$ cat config.mk
export PLATFORM = sky130hd
export DESIGN_NAME = ternary_sum_stream_ctrl
export DESIGN_NICKNAME = d
export VERILOG_FILES = /design/src/rtl/ternary_sum_pkg.sv /design/src/rtl/ternary_sum_nine.sv /design/src/rtl/ternary_sum_stream_ctrl.sv
export SDC_FILE = /design/constraint.sdc
export NUM_CORES = 1
export LEC_CHECK = 0
export ABC_AREA = 1
export BUFFER_PORTS_ARGS = -buffer_cell sky130_fd_sc_hd__buf_2
export CORE_MARGIN = 5
export CORE_UTILIZATION = 50
export CTS_BUF_LIST = sky130_fd_sc_hd__clkbuf_4
export CTS_CLUSTER_DIAMETER = 60
export DETAILED_ROUTE_END_ITERATION = 6
export PLACE_DENSITY = 0.67
export SYNTH_ARGS = -nofsm -noshare
export SYNTH_HDL_FRONTEND = slang
export SYNTH_SLANG_ARGS = --single-unit
$ cat constraint.sdc
create_clock -name clk -period 4.1 [get_ports clk]
set_clock_uncertainty 0.05 [all_clocks]
set_input_delay 0.205 -clock clk [delete_from_list [all_inputs] [get_ports clk]]
set_output_delay 0.205 -clock clk [all_outputs]
set_load 0.02 [all_outputs]
$ cat src/rtl/ternary_sum_pkg.sv
// ---------------------------------------------------------------------------
// ternary_sum_pkg
// Shared types and constants for the ternary_sum_nine streaming sequencer.
//   ts_state_t : sequencer FSM state encoding
//   ts_tag_t   : one entry of the adder-latency tag pipe
//   NLANES     : adder input lanes per group
//   LAT        : adder latency in cycles (lanes stable in t -> result in t+LAT)
//   IDX_W      : width of the lane write index
// ---------------------------------------------------------------------------
package ternary_sum_pkg;

    typedef enum logic [2:0] {
        IDLE,
        FILL,
        ISSUE,
        DRAIN,
        DONE
    } ts_state_t;

    localparam int NLANES = 9;
    localparam int LAT    = 2;
    localparam int IDX_W  = 4;

    typedef struct packed {
        logic v;
        logic last;
    } ts_tag_t;

endpackage

$ cat src/rtl/ternary_sum_nine.sv
// ---------------------------------------------------------------------------
// ternary_sum_nine
// Two-stage pipelined nine-input adder built from 3-input adders.
// Stage 1 registers three partial sums of three lanes each; stage 2 registers
// the sum of the partials. Inputs present in cycle t appear on o_o in t+2.
// Ports:
//   clk_i      clock
//   rst_n_i    synchronous active-low reset (clears pipeline registers)
//   i0_i..i8_i WIDTH-bit operands
//   o_o        WIDTH+4-bit sum (9*(2^WIDTH-1) always fits)
// ---------------------------------------------------------------------------
module ternary_sum_nine #(
    parameter int WIDTH = 16
) (
    input  logic             clk_i,
    input  logic             rst_n_i,
    input  logic [WIDTH-1:0] i0_i,
    input  logic [WIDTH-1:0] i1_i,
    input  logic [WIDTH-1:0] i2_i,
    input  logic [WIDTH-1:0] i3_i,
    input  logic [WIDTH-1:0] i4_i,
    input  logic [WIDTH-1:0] i5_i,
    input  logic [WIDTH-1:0] i6_i,
    input  logic [WIDTH-1:0] i7_i,
    input  logic [WIDTH-1:0] i8_i,
    output logic [WIDTH+3:0] o_o
);

    logic [WIDTH+1:0] p0_q, p1_q, p2_q;
    logic [WIDTH+3:0] o_q;

    function automatic logic [WIDTH+1:0] sum3(input logic [WIDTH-1:0] a,
                                             input logic [WIDTH-1:0] b,
                                             input logic [WIDTH-1:0] c);
        return (WIDTH+2)'(a) + (WIDTH+2)'(b) + (WIDTH+2)'(c);
    endfunction

    always_ff @(posedge clk_i) begin
        if (!rst_n_i) begin
            p0_q <= '0;
            p1_q <= '0;
            p2_q <= '0;
            o_q  <= '0;
        end else begin
            p0_q <= sum3(i0_i, i1_i, i2_i);
            p1_q <= sum3(i3_i, i4_i, i5_i);
            p2_q <= sum3(i6_i, i7_i, i8_i);
            o_q  <= (WIDTH+4)'(p0_q) + (WIDTH+4)'(p1_q) + (WIDTH+4)'(p2_q);
        end
    end

    assign o_o = o_q;

endmodule

$ cat src/rtl/ternary_sum_stream_ctrl.sv
// ---------------------------------------------------------------------------
// ternary_sum_stream_ctrl
// Packs an in_valid/in_ready word stream into groups of nine lanes, issues
// each group to a pipelined ternary_sum_nine adder, and accumulates the group
// sums. A vector ends at the word flagged by in_last; its total and word
// count are then offered on out_valid/out_ready.
//
// Handshakes: a transfer happens on a rising edge where valid && ready are
// both high; the producer holds data stable while valid && !ready, and the
// DUT holds out_data/out_count stable while out_valid && !out_ready.
//
// Ports:
//   clk, rst_n            clock, synchronous active-low reset
//   in_data/in_valid/in_last/in_ready   input word stream
//   out_data/out_count/out_valid/out_ready   per-vector result
//   busy                  FSM not idle or an adder result still in flight
//   out_ovf               sticky accumulator carry-out (SUM_OVERFLOW_EN only)
//
// Configuration macro: SUM_OVERFLOW_EN adds out_ovf and its carry logic;
// without it the accumulator wraps silently.
// ---------------------------------------------------------------------------
module ternary_sum_stream_ctrl
    import ternary_sum_pkg::*;
#(
    parameter int WIDTH = 16,
    parameter int ACC_W = WIDTH + 12,
    parameter int CNT_W = 16
) (
    input  logic             clk,
    input  logic             rst_n,
    input  logic [WIDTH-1:0] in_data,
    input  logic             in_valid,
    input  logic             in_last,
    output logic             in_ready,
    output logic [ACC_W-1:0] out_data,
    output logic [CNT_W-1:0] out_count,
    output logic             out_valid,
    input  logic             out_ready,
    output logic             busy
`ifdef SUM_OVERFLOW_EN
    ,
    output logic             out_ovf
`endif
);

    ts_state_t         state_q;
    logic [IDX_W-1:0]  idx_q;
    logic              grp_last_q;
    logic [WIDTH-1:0]  lane_q [NLANES];
    ts_tag_t           tag_q [LAT];
    logic [ACC_W-1:0]  acc_q;
    logic [CNT_W-1:0]  count_q;
    logic              out_valid_q;

    logic              accept;
    logic              tag_busy;
    ts_tag_t           tag_exit;
    logic [WIDTH+3:0]  add_o;
    logic [ACC_W-1:0]  acc_d;
    logic [CNT_W-1:0]  count_d;

    // Words are only taken while collecting; reset forces ready low.
    assign in_ready = rst_n && ((state_q == IDLE) || (state_q == FILL));
    assign accept   = in_valid && in_ready;

    // The oldest tag lines up with the adder output of its group.
    assign tag_exit = tag_q[LAT-1];

    always_comb begin
        tag_busy = 1'b0;
        for (int i = 0; i < LAT; i++) begin
            tag_busy = tag_busy | tag_q[i].v;
        end
    end

    // Word count saturates instead of wrapping.
    assign count_d = (count_q == {CNT_W{1'b1}}) ? count_q : count_q + CNT_W'(1);

`ifdef SUM_OVERFLOW_EN
    logic [ACC_W:0] acc_sum;
    logic           ovf_q;
    assign acc_sum = {1'b0, acc_q} + (ACC_W+1)'(add_o);
    assign acc_d   = acc_sum[ACC_W-1:0];
    assign out_ovf = ovf_q;
`else
    assign acc_d   = acc_q + ACC_W'(add_o);
`endif

    ternary_sum_nine #(
        .WIDTH (WIDTH)
    ) u_add (
        .clk_i   (clk),
        .rst_n_i (rst_n),
        .i0_i    (lane_q[0]),
        .i1_i    (lane_q[1]),
        .i2_i    (lane_q[2]),
        .i3_i    (lane_q[3]),
        .i4_i    (lane_q[4]),
        .i5_i    (lane_q[5]),
        .i6_i    (lane_q[6]),
        .i7_i    (lane_q[7]),
        .i8_i    (lane_q[8]),
        .o_o     (add_o)
    );

    always_ff @(posedge clk) begin
        if (!rst_n) begin
            state_q     <= IDLE;
            idx_q       <= '0;
            grp_last_q  <= 1'b0;
            acc_q       <= '0;
            count_q     <= '0;
            out_valid_q <= 1'b0;
            for (int i = 0; i < NLANES; i++) begin
                lane_q[i] <= '0;
            end
            // Clearing the tags drops any adder result still in flight.
            for (int i = 0; i < LAT; i++) begin
                tag_q[i] <= '0;
            end
`ifdef SUM_OVERFLOW_EN
            ovf_q       <= 1'b0;
`endif
        end else begin
            // Tag pipe: a tag enters on the ISSUE cycle and exits LAT later.
            if (state_q == ISSUE) begin
                tag_q[0] <= '{v: 1'b1, last: grp_last_q};
            end else begin
                tag_q[0] <= '0;
            end
            for (int i = 1; i < LAT; i++) begin
                tag_q[i] <= tag_q[i-1];
            end

            // Background accumulation of completed groups.
            if (tag_exit.v) begin
                acc_q <= acc_d;
`ifdef SUM_OVERFLOW_EN
                ovf_q <= ovf_q | acc_sum[ACC_W];
`endif
            end

            case (state_q)
                IDLE: begin
                    acc_q       <= '0;
                    count_q     <= '0;
                    out_valid_q <= 1'b0;
`ifdef SUM_OVERFLOW_EN
                    ovf_q       <= 1'b0;
`endif
                    if (accept) begin
                        lane_q[0]  <= in_data;
                        idx_q      <= IDX_W'(1);
                        count_q    <= CNT_W'(1);
                        grp_last_q <= in_last;
                        state_q    <= in_last ? ISSUE : FILL;
                    end
                end
                FILL: begin
                    if (accept) begin
                        lane_q[idx_q] <= in_data;
                        idx_q         <= idx_q + IDX_W'(1);
                        count_q       <= count_d;
                        if ((idx_q == IDX_W'(NLANES - 1)) || in_last) begin
                            grp_last_q <= in_last;
                            state_q    <= ISSUE;
                        end
                    end
                end
                ISSUE: begin
                    // Lanes were sampled by the adder this cycle; zero them so
                    // a short next group is zero-padded.
                    for (int i = 0; i < NLANES; i++) begin
                        lane_q[i] <= '0;
                    end
                    idx_q   <= '0;
                    state_q <= grp_last_q ? DRAIN : FILL;
                end
                DRAIN: begin
                    if (tag_exit.v && tag_exit.last) begin
                        out_valid_q <= 1'b1;
                        state_q     <= DONE;
                    end
                end
                DONE: begin
                    if (out_ready) begin
                        out_valid_q <= 1'b0;
`ifdef SUM_OVERFLOW_EN
                        ovf_q       <= 1'b0;
`endif
                        state_q     <= IDLE;
                    end
                end
                default: begin
                    state_q <= IDLE;
                end
            endcase
        end
    end

    assign out_data  = acc_q;
    assign out_count = count_q;
    assign out_valid = out_valid_q;
    assign busy      = (state_q != IDLE) || tag_busy;

endmodule

Word-level counts from Yosys, hierarchy flattened. Memories as Yosys holds them, arrays and structs flattened. Index checks and enable logic that the tools add are counted.

Flip-flop bits (word level): 127. Memory bits (writable): 148. Output and inout port bits: 47. Logic and storage cells: 121. Memories: 2.

Add/sub/neg operators: 11. Equal/unequal tests: 12. Muxes and demuxes: 53. Bitwise logic cells: 15. Reduce and logical (&&, ||, !) cells: 18.

Memory list: lane_q (words 9, width 16, rd ports 9, clocked after Yosys merged registers in 0, write ports 9, line ternary_sum_stream_ctrl.sv:49) `logic [WIDTH-1:0] lane_q [NLANES];`; tag_q (words 2, width 2, rd ports 2, clocked after Yosys merged registers in 0, write ports 2, line ternary_sum_stream_ctrl.sv:50) `ts_tag_t tag_q [LAT];`.

Operators by type and width (count): $mux 16 (13); $add 18x16->18 (3); $add 16x16->17 (3); $pmux 16 s2 (1); $add 28x20->28 (1); $mux 1 (22); $add 20x18->20 (1); $add 18x18->19 (1); $add 16x1->16 const B (1); $eq 16x16->1 const B (1); $reduce_or 16->1 (1); $mux 3 (5); $pmux 3 s5 (1); $or 1x1->1 (14); $mux 4 (3); $pmux 4 s3 (1); $mux 2 (5); $ne 2x2->1 const B (5); $reduce_and 3->1 (3); $reduce_bool 3->1 (3); $eq 3x2->1 const B (2); $reduce_and 5->1 (1); $add 4x1->4 const B (1); $eq 4x4->1 const B (1); 12 further kinds (16).

Logic depth before layout (Yosys ltp).
Word-level depth: 11. Depth in mapped cells: 21.

By module. Synthesis repeated with hierarchy kept, for this count alone.

Cells, all modules: 2066. Area total of the unflattened synthesis: 16673.5 um2.

By module, submodules not included: ternary_sum_stream_ctrl (instances 1, cells an instance 1047, area an instance 9486.6 um2, sequential area each 5505.3 um2); ternary_sum_nine (instances 1, cells an instance 1019, area an instance 7186.9 um2, sequential area each 1481.4 um2).

Worst setup path before layout. OpenSTA, ideal clock, no wires.

Kind: reg2reg. Start: memory lane_q[1][0]. End: register u_add.p0_q[13]. Setup time: 0.113 ns. Data arrival time: 2.653 ns. Required time: 3.937 ns. Slack: 1.284 ns. Cell stages (with the launch flop): 19. Path buffers: 0. Clock period less this slack: 2.816 ns. Cells stage by stage: edfxtp_1 -> ha_1 -> inv_1 -> fa_1 -> nand3b_1 -> nand2_1 -> nand3_1 -> o21bai_1 -> nand3_1 -> nand3_1 -> nand2_1 -> ha_1 -> nand2_1 -> nor2_1 -> nand2_1 -> o21ai_0 -> nand2_1 -> nand2_1 -> nor2_1.

RTL lines: start: declaration (line ternary_sum_stream_ctrl.sv:49); end signal: assignment (line ternary_sum_nine.sv:45) `p0_q <= sum3(i0_i, i1_i, i2_i);`; end: declaration (line ternary_sum_nine.sv:29) `logic [WIDTH+1:0] p0_q, p1_q, p2_q;`.

==> reports/metrics.cfg <==
[critical_path]
worst_setup_path_end_kind = flip-flop
critPathMaxFanout = 5
timing.rr.end = u_add.p1_q[15]
critical_path.reg2reg.startpoint = lane_q[3][0]
worst-r2r-cell-count = 17
crit_start = lane_q[3][0]
crit_required_ns = 4.73
cp-endpoint = u_add.p1_q[15]
r2r_slack_ns = 0.83
critical_path_arrival_ns = 3.90
crit_type = flip-flop to flip-flop
startpoint_type = flip-flop

[timing]
setup_tns_ns = 0
tightestPinTransition_ns = 0.857
period_share_pct = 79.8
finalHoldViolations = 0
fin_ws_ns = 0.827
report.final.slew_viol_count = 0
slew_headroom_pct = 42.7
final.min_clock_period_ns = 3.27
timing.hold.ws_ns = 0.0786
setup_repair_after_global_routing_missed_its_margin = no
setup_viol = 0
fmaxAchievable_ghz = 0.306

[global_route]
global_route.usage.total_pct = 23.8
antenna_found_initial = 2
grt.overflow.total = 0
grt_pass1_vias = 15585
pin_count_of_the_biggest_net_entering_global_routing = 74
grt_first_pass_wirelength_mm = 76.2

[yosys]
ys.flop_type = edfxtp_1
syn_inst = 2386
synth_edf_count = 148
ys.warnings.count = 0
syn_area_um2 = 18000
postSynth.asyncResetShare_pct = 0
count_of_different_cell_masters_after_synthesis = 48
seq_area_frac_synth_pct = 38.9
syn_avg_cell_area_um2 = 7.53
synth.ff_latch_count = 275

[job]
maxCapViolCount = 0

[power_and_ir_drop]
power_density_nw_per_um2 = 714
p_leak_nw = 9.80
vdd_ir_drop_max_mv = 0.318

[cts]
clk_latency_ns = 0.76
cts_sinks = 275
cts.reportedPaths.clkPinSlew_ns = 0.06
ctsRootBufferMaster = clkbuf_4
postCtsResizedCells = 0
tritoncts = yes
cts_buffers = 77
cts-root-to-sink-buffers = 3
htree_levels = 3

[drt]
detail_route.vias_per_cell = 5.31
drcViolationCount = 0
vias = 16213
detail_route.wirelength_mm = 47.2
drt.antenna.violating_nets = 0
first_pass_iters = 6
detail_route.wl_per_cell_um = 15.5
drt_iter0_markers = 912

[cells_and_area]
seqCellArea_um2 = 6990
multi_input_combinational_cell_area_um2 = 9840
fin_nets = 2712
filler_cells_inserted = 3341
post_route_utilization_pct = 56.3
synthToLayoutAreaGrowth_pct = 11.2
post-route-cell-area_um2 = 20000
fraction_of_final_layout_cells_with_drive_strength_greater_than_1_pct = 8.73

[placement]
port_buffers = 67
place.gp.congestion = 0.961
dp_hpwl_mm = 35.8
preCtsSetupSlack_ns = 0.837
post_dp_cell_area_um2 = 18800

[outcome]
run_status = finished, final reports clean

[floorplanning]
initial_core_util_pct = 50.6
die_x_um = 200
top_level_ports = 68
fp.dieArea_um2 = 39800
floorplan.die.height_um = 200
core_region_area_um2 = 35500
placement_rows = 69

[min_path]
min_path_type = input pin to flip-flop

[flip-flops by register name, summed over array words and instances, names as in the netlist]
| signal | cells |
|---|---|
| u_add.p0_q | 18 |
| u_add.p1_q | 18 |
| out_data | 28 |
| tag_q | 4 |
| u_add.o_o | 20 |
| state_q | 3 |
| out_count | 16 |
| u_add.p2_q | 18 |
| grp_last_q | 1 |
| lane_q | 144 |
| idx_q | 4 |
| out_valid | 1 |
[cell usage in the layout (no fill, tap or decap), types with 10 or more instances in the layout]
cell,synthesis,layout
inv_1,241,241
nor4_1,10,10
a21o_1,14,14
a21oi_1,220,220
nor3_1,18,18
ha_1,158,158
nor2_1,405,405
clkbuf_4,0,111
nand3_1,142,142
xor2_1,59,59
clkinv_1,17,34
edfxtp_1,148,148
o21a_1,18,18
nand2_1,562,562
o21bai_1,12,12
buf_2,10,67
nand4_1,14,14
xnor2_1,10,10
o21ai_0,113,113
dlygate4sd3_1,0,18
dfxtp_1,127,127
[timing repair]
item	in CTS	in global routing
hold buffers	18	0
hold endpoints to repair	110	0
buffers inserted	0	0
[layer usage]
layer	track usage (%)	vias to the layer above	routed length (um)
met5	0	-	0
met4	9.56	0	1650
met3	4.42	104	2840
met2	38.6	452	21500
met1	31.7	7429	21200
li1	-	8228	-
[worst min path at each step]
stage / to / start / depth (start not counted) / slack (ns)
after detailed placement: out_valid / out_valid / 2 / 0.40
after floorplan: grp_last_q / in_last / 2 / 0.30
final: idx_q[0] / in_valid / 5 / 0.08
after CTS: lane_q[1][2] / in_data[2] / 3 / 0.008
after global placement: out_valid / out_valid / 2 / 0.40
after global routing: lane_q[1][2] / in_data[2] / 3 / 0.01
[synthesized netlist by cell type, types with 12 or more instances]
cell | count | area (um2)
a21oi_1 | 220 | 1100
dfxtp_1 | 127 | 2540
a21o_1 | 14 | 105
o21ai_0 | 113 | 566
nor2_1 | 405 | 1520
inv_1 | 241 | 905
clkinv_1 | 17 | 63.8
o21bai_1 | 12 | 90.1
nand2_1 | 562 | 2110
nor3_1 | 18 | 90.1
nand4_1 | 14 | 87.6
xor2_1 | 59 | 517
nand3_1 | 142 | 711
clkbuf_1 | 18 | 67.6
o21a_1 | 18 | 135
edfxtp_1 | 148 | 4440
ha_1 | 158 | 1980
[where the power goes]
group          switching (mW)  internal [mW]
Combinational            5.14           2.58
Sequential              0.309           3.65
Clock                    1.21           1.39
[per-stage QoR]
stage,instances,power [mW]
finish,3053,14.3
global route,3053,15.7
CTS,3050,14.3
detailed placement,2888,11.6
global placement,2888,11.5
floorplan,2389,9.71
[area by class of cell]
class	instances	area share (%)
well taps	461	2.89
clock buffers	111	4.17
repair buffers	88	2.69
multi-input cells	1816	49.2
clock inverters	33	1.03
flip-flops and latches	275	35.0
inverters	266	5.00
diodes	3	0.0376
[kinds of logic after synthesis]
family,after synthesis,share of synthesized area [%]
AOI/OAI and AO/OA,394,11.9
xor gates and xnor gates,69,3.36
adders and majority gates,167,12.0
buffers and inverters,298,6.42
DFF,275,38.9
other,1,0.0209
and+or+nand+nor,1182,27.4
[worst max-delay path: stages, from the launching register on]
cell      delay [ns]
edfxtp_1        0.33
ha_1            0.17
inv_1           0.06
fa_1            0.40
o21ai_0         0.31
nand2_1         0.14
o21ai_2         0.22
nand2_1         0.08
nand2_1         0.07
xor2_1          0.23
ha_1            0.33
a21oi_1         0.18
o21ai_0         0.15
a21oi_1         0.15
nand2_1         0.09
nand2_1         0.08
nand2_1         0.05
nor2_1          0.09
Power figures use the tool's default switching activity.
